==> src/rtl/sdemux.sv <==
// sdemux: parallel-to-serial unpacker for the FFT datapath.
// Takes one packed word of LANES complex samples and emits the samples one
// per cycle, lane 0 (LSBs of data_in) first. An active word (ACT) is being
// drained while a second word can wait in a pending slot (PEND). This lets
// the next word be ready at the last lane, so output runs without gaps.
//
// Ports:
//   clk, rst    rising-edge clock, asynchronous active-high reset
//   flush       synchronous drop of all buffered words (word_cnt is kept)
//   in_valid    data_in holds a packed word
//   in_ready    a word can be accepted (registered, only depends on pend_v)
//   data_in     packed word, lane 0 in the LSBs
//   out_valid   data_out holds a sample
//   out_ready   downstream takes data_out this cycle
//   data_out    current sample
//   out_lane    lane index of data_out
//   out_last    data_out is the final lane of its word
//   word_cnt    number of fully drained words, wraps at 2^16
module sdemux #(
    parameter int SAMPLE_W = 34,
    parameter int LANES    = 4,
    localparam int LW      = $clog2(LANES)
) (
    input  logic                      clk,
    input  logic                      rst,
    input  logic                      flush,
    input  logic                      in_valid,
    output logic                      in_ready,
    input  logic [LANES*SAMPLE_W-1:0] data_in,
    output logic                      out_valid,
    input  logic                      out_ready,
    output logic [SAMPLE_W-1:0]       data_out,
    output logic [LW-1:0]             out_lane,
    output logic                      out_last,
    output logic [15:0]               word_cnt
);

    logic [LANES-1:0][SAMPLE_W-1:0] act;
    logic [LANES-1:0][SAMPLE_W-1:0] pend;
    logic                           act_v;
    logic                           pend_v;
    logic [LW-1:0]                  lane;

    logic accept;
    logic pop;
    logic pop_last;

    // in_ready is a pure function of registered state so upstream never
    // sees a combinational path from out_ready.
    assign in_ready  = !pend_v;
    assign accept    = in_valid && in_ready;
    assign out_valid = act_v;
    assign pop       = act_v && out_ready;
    assign out_last  = act_v && (lane == LW'(LANES - 1));
    assign pop_last  = pop && out_last;
    assign data_out  = act[lane];
    assign out_lane  = lane;

    always_ff @(posedge clk or posedge rst) begin
        if (rst) begin
            act      <= '0;
            pend     <= '0;
            act_v    <= 1'b0;
            pend_v   <= 1'b0;
            lane     <= '0;
            word_cnt <= '0;
        end else if (flush) begin
            // Flush overrides any handshake happening in the same cycle.
            act_v  <= 1'b0;
            pend_v <= 1'b0;
            lane   <= '0;
        end else if (pop_last) begin
            lane     <= '0;
            word_cnt <= word_cnt + 16'd1;
            if (pend_v) begin
                // accept cannot happen here because in_ready is low.
                act    <= pend;
                pend_v <= 1'b0;
            end else if (accept) begin
                act <= data_in;
            end else begin
                act_v <= 1'b0;
            end
        end else begin
            if (pop)
                lane <= lane + LW'(1);
            if (accept) begin
                if (!act_v) begin
                    act   <= data_in;
                    act_v <= 1'b1;
                    lane  <= '0;
                end else begin
                    pend   <= data_in;
                    pend_v <= 1'b1;
                end
            end
        end
    end

endmodule

==> config.mk <==
export PLATFORM = sky130hd
export DESIGN_NAME = sdemux
export DESIGN_NICKNAME = d
export VERILOG_FILES = /design/src/rtl/sdemux.sv
export SDC_FILE = /design/constraint.sdc
export NUM_CORES = 1
export LEC_CHECK = 0
export ABC_AREA = 1
export CORE_MARGIN = 10
export CORE_UTILIZATION = 40
export CTS_BUF_LIST = sky130_fd_sc_hd__clkbuf_4
export DETAILED_ROUTE_END_ITERATION = 10
export HOLD_SLACK_MARGIN = 0.08
export PLACE_DENSITY = 0.71
export SYNTH_ARGS = -nofsm -noshare
export SYNTH_HDL_FRONTEND = slang
export SYNTH_SLANG_ARGS = --single-unit
==> constraint.sdc <==
create_clock -name clk -period 12.7 [get_ports clk]
set_input_delay 2.54 -clock clk [delete_from_list [all_inputs] [get_ports clk]]
set_output_delay 2.54 -clock clk [all_outputs]
set_load 0.05 [all_outputs]
## Word level (Yosys, flattened, before mapping)

Index checks and enable logic that the tools add are counted.

- Add/sub/neg operators: 2
- Order comparisons: 1
- Equality and inequality tests: 4
- Muxes and demuxes: 21
- Bitwise logic cells: 2
- Reductions and logical operators: 14

Operators with widths:

| cell | count |
|---|---|
| $mux 136 | 5 |
| $bmux 34 s2 | 1 |
| $mux 34 | 1 |
| $add 16x1->16 const B | 1 |
| $mux 2 | 5 |
| $mux 1 | 9 |
| $reduce_and 4->1 | 2 |
| $ne 3x3->1 const B | 2 |
| $reduce_bool 3->1 | 2 |
| $logic_and 1x1->1 | 4 |
| $reduce_and 2->1 | 2 |
| $reduce_bool 2->1 | 2 |
| $lt 2x3->1 const B | 1 |
| $reduce_and 3->1 | 1 |
| $add 2x1->2 const B | 1 |
| $eq 2x2->1 const B | 1 |
| $ne 2x1->1 const B | 1 |
| $not 1->1 | 2 |
| $logic_not 1->1 | 1 |

- Register bits: 292
- Bits of input ports: 141
- Output and inout bits: 55
- Logic and storage cells: 56

## Logic depth before layout (Yosys ltp)

- Word-level depth: 6
- Gate-level depth with buffers: 9
- Gate-level depth less buffers: 8

## Least setup slack after synthesis

OpenSTA, ideal clock, no wires.

- Path kind: flip-flop to output port
- Start point: register lane[0], in the netlist out_lane[0]
- End point: output data_out[23]
- Arrival time: 2.211 ns
- Data required time: 10.160 ns
- Setup slack: 7.949 ns
- Cell stages (with the launch flop): 6
- Path buffers: 3
- Cells stage by stage: dfrtp_1 > clkbuf_1 > buf_2 > clkbuf_1 > nor2_1 > o22ai_1

- Word-level cells in the longest chain between the ends: 2

Ends and longest elaborated chain:

| what | line | text |
|---|---|---|
| start, declared | 42 | `logic [LW-1:0] lane;` |
| start signal, assigned | 86 | `lane <= lane + LW'(1);` |
| $bmux 34 s2 | 56 | `assign data_out = act[lane];` |
| $mux 34 (not written as such) | 56 |  |
| end, declared | 32 | `output logic [SAMPLE_W-1:0] data_out,` |

Every way passes these cells. The select of a mux whose other input is x is not followed.

## Worst setup path in the final report

- Start point: register lane[1], in the netlist out_lane[1]
- End point: output data_out[30]

Same word-level chain as after synthesis.

==> impl_metrics.json <==
{
  "synthesis.nets": 1838,
  "clock-root-buffer": "clkbuf_4",
  "drc_errors": 0,
  "finalWeightedCongestion": 0.826,
  "routed_wl_mm": 39.6,
  "clk_path_buf_depth": 3,
  "fp-row-count": 67,
  "reg2reg_from": "out_lane[0]",
  "wire_per_inst_um": 16.7,
  "htreeDepth": 3,
  "hold_violations": 0,
  "drtIter0Drc": 1119,
  "synth.area.mux_share_pct": 0,
  "clock_skew_ns": 0.0512,
  "slowest_delay_ns": 0.88,
  "crit_required_ns": 10.16,
  "nFillCells": 3277,
  "irDropWorstVdd_v": 0.0000669,
  "r2r_end": "act[35]",
  "drive_above_1_share_pct": 7.48,
  "relSlewSlack_pct": 20.3,
  "cts_tree": "done",
  "cts_hold_buf": 0,
  "fin_crit_ns": 6.04,
  "maxCapViolCount": 0,
  "syn_area_um2": 13400,
  "crit_type": "reg -> out",
  "dr.pass1.iters": 6,
  "grt_usage_pct": 18.8,
  "synth-adder-area-share_pct": 0.186,
  "rsz0062_at_grt": "false",
  "cp.depth": 4,
  "setup_viol": 0,
  "crit_path_top_delay_cell": "clkdlybuf4s50_1",
  "status": "finished, final reports clean",
  "clock_latency_ns": 0.71,
  "grt_pass1_wl_mm": 61.9,
  "avgSynthCellArea_um2": 7.93,
  "numCtsBuffers": 81,
  "syn-instance-count": 1695,
  "cts_setup_buffers": 0,
  "hpwlAfterDp_mm": 27.6,
  "portBuffers": 195,
  "worstRegToRegCells": 8,
  "area_growth_pct": 23.0,
  "utilization_pct": 49.6,
  "coreArea_um2": 33400,
  "synth_top_family_by_area": "simple AND/OR/NAND/NOR gates",
  "synth-seq-cells": 292,
  "max_freq_ghz": 0.165,
  "ys_types": 25,
  "min_path_cells": 2,
  "synth-xor-area-share_pct": 0.651,
  "start_util_pct": 40.3,
  "yosys.area_share.simple_pct": 18.9,
  "die_h_um": 203,
  "antenna_found_initial": 2,
  "r2r_slack_ns": 8.52,
  "maxSlewViolCount": 0,
  "yosysSeqAreaShare_pct": 54.3,
  "whs_endpoint": "act[56]",
  "crit_fanout": 35,
  "finalCritPeriodShare_pct": 47.6,
  "grt_max_degree": 274,
  "setup_tns_ns": 0,
  "ios": 196,
  "ys_warn_count": 0,
  "grt_pass1_vias": 11300,
  "crit_family": "buffers and inverters",
  "synth-compound-area-share_pct": 17.4,
  "cts_sinks": 292,
  "hold_class": "reg -> reg",
  "die_x_um": 203,
  "crit_buf_inv": 2,
  "vias": 11900,
  "end_kind": "primary output",
  "path_clk_slew_ns": 0.05,
  "crit_chain": "inv_1, o21ai_0, o22ai_1, clkdlybuf4s50_1",
  "p_leak_nw": 8.42,
  "pwr_density_cell_nw_per_um2": 162,
  "via_per_inst": 5.01,
  "nNetsFinal": 2013,
  "drtAntennaViolNets": 0,
  "crit_arrival_ns": 3.50,
  "cts_resized": 0,
  "hp-start": "act[56]",
  "startpoint_type": "flop",
  "overflow": 0,
  "die-area_um2": 41400,
  "tightest_slew_ns": 1.20
}
==> metal layers <==
metal / track usage [%] / wire [um] / vias to the layer above
met2: 28.1 / 17500 / 465
met1: 25.6 / 17600 / 5558
met5: 0 / 0 / -
met3: 4.89 / 3250 / 77
met4: 7.46 / 1230 / 0
li1: - / - / 5802
==> state kept, by name, indices dropped and copies added, names as in the netlist <==
register / cells
out_valid: 1
pend: 136
word_cnt: 16
pend_v: 1
act: 136
out_lane: 2
==> worst min-delay path, stage by stage (launching register included) <==
cell	delay, ns
dfrtp_1	0.33
nand2_1	0.06
nand2_1	0.06
==> cells by family after synthesis <==
family | count (synthesis)
flops | 292
compound gates | 459
xor+xnor | 10
fa+ha+maj | 2
simple gates | 664
buf+inv | 268
==> cell usage after synthesis <==
master      n  area share (%)
nand2_1   504              14
a21oi_2     1           0.065
nor2_1    139             3.9
nand3b_1    2            0.11
dfrtp_1   292              54
xnor2_1     5            0.33
inv_1     156             4.4
buf_4       7            0.39
nand4_1     4            0.19
nand3_1    10            0.37
o21ai_1    11            0.41
ha_1        2            0.19
o22ai_1    34             1.6
a21oi_1    57             2.1
nor3_1      1           0.037
inv_2       1           0.028
o21ai_0   355              13
a211oi_1    1           0.056
nand3_2     1           0.074
buf_2      49             1.8
xor2_1      5            0.33
nor2_2      2           0.093
buf_6       7            0.59
nand2_2     1           0.047
clkbuf_1   48             1.3
==> worst max-delay path by stage <==
stage,start,endpoint,slack [ns]
5_1_grt,out_lane[0],data_out[29],6.52
3_3_place_gp,rst,out_lane[0],6.70
3_5_place_dp,out_ready,act[130],6.59
4_1_cts,out_lane[1],data_out[26],6.68
6_report,out_lane[1],data_out[30],6.66
2_1_floorplan,rst,act[0],2.10
==> final cells by class <==
class | count | area [um^2] | area share (%)
well taps | 448 | 561 | 3.39
multi-input cells | 1135 | 5020 | 30.4
inverters | 157 | 597 | 3.61
clock inverters | 17 | 120 | 0.726
diodes | 2 | 5.00 | 0.0303
repair buffers | 203 | 2020 | 12.2
clock buffers | 120 | 901 | 5.45
flip-flops and latches | 292 | 7310 | 44.2
==> report_power, final <==
group	internal, mW	switching, mW
combinational	0.208	0.361
clock	0.469	0.391
sequential	1.14	0.107
==> per-stage QoR <==
step	area, um^2	power, mW	worst slack [ns]	hold WS (ns)	instances
floorplan	13400	1.61	2.10	0.444	1695
global placement	15500	1.81	6.70	0.458	2235
detailed placement	15500	1.83	6.59	0.461	2235
CTS	16500	2.70	6.68	0.477	2372
global route	16500	2.84	6.52	0.493	2374
finish	16500	2.68	6.66	0.475	2374
==> layout by cell type, fill, tap and decap left out, drive strengths merged <==
cell type	netlist	routed
xor2	5	5
o22ai	34	34
a21oi	58	58
clkinv	0	11
a211oi	1	1
clkbuf	48	120
bufinv	0	2
buf	63	8
nand3b	2	2
nand3	11	11
dfrtp	292	292
clkdlybuf4s50	0	195
clkinvlp	0	1
inv	157	160
xnor2	5	5
diode	0	2
ha	2	2
nor3	1	1
nand4	4	4
nor2	141	141
o21ai	366	366
nand2	505	505
(Power assumes the default switching activity.)
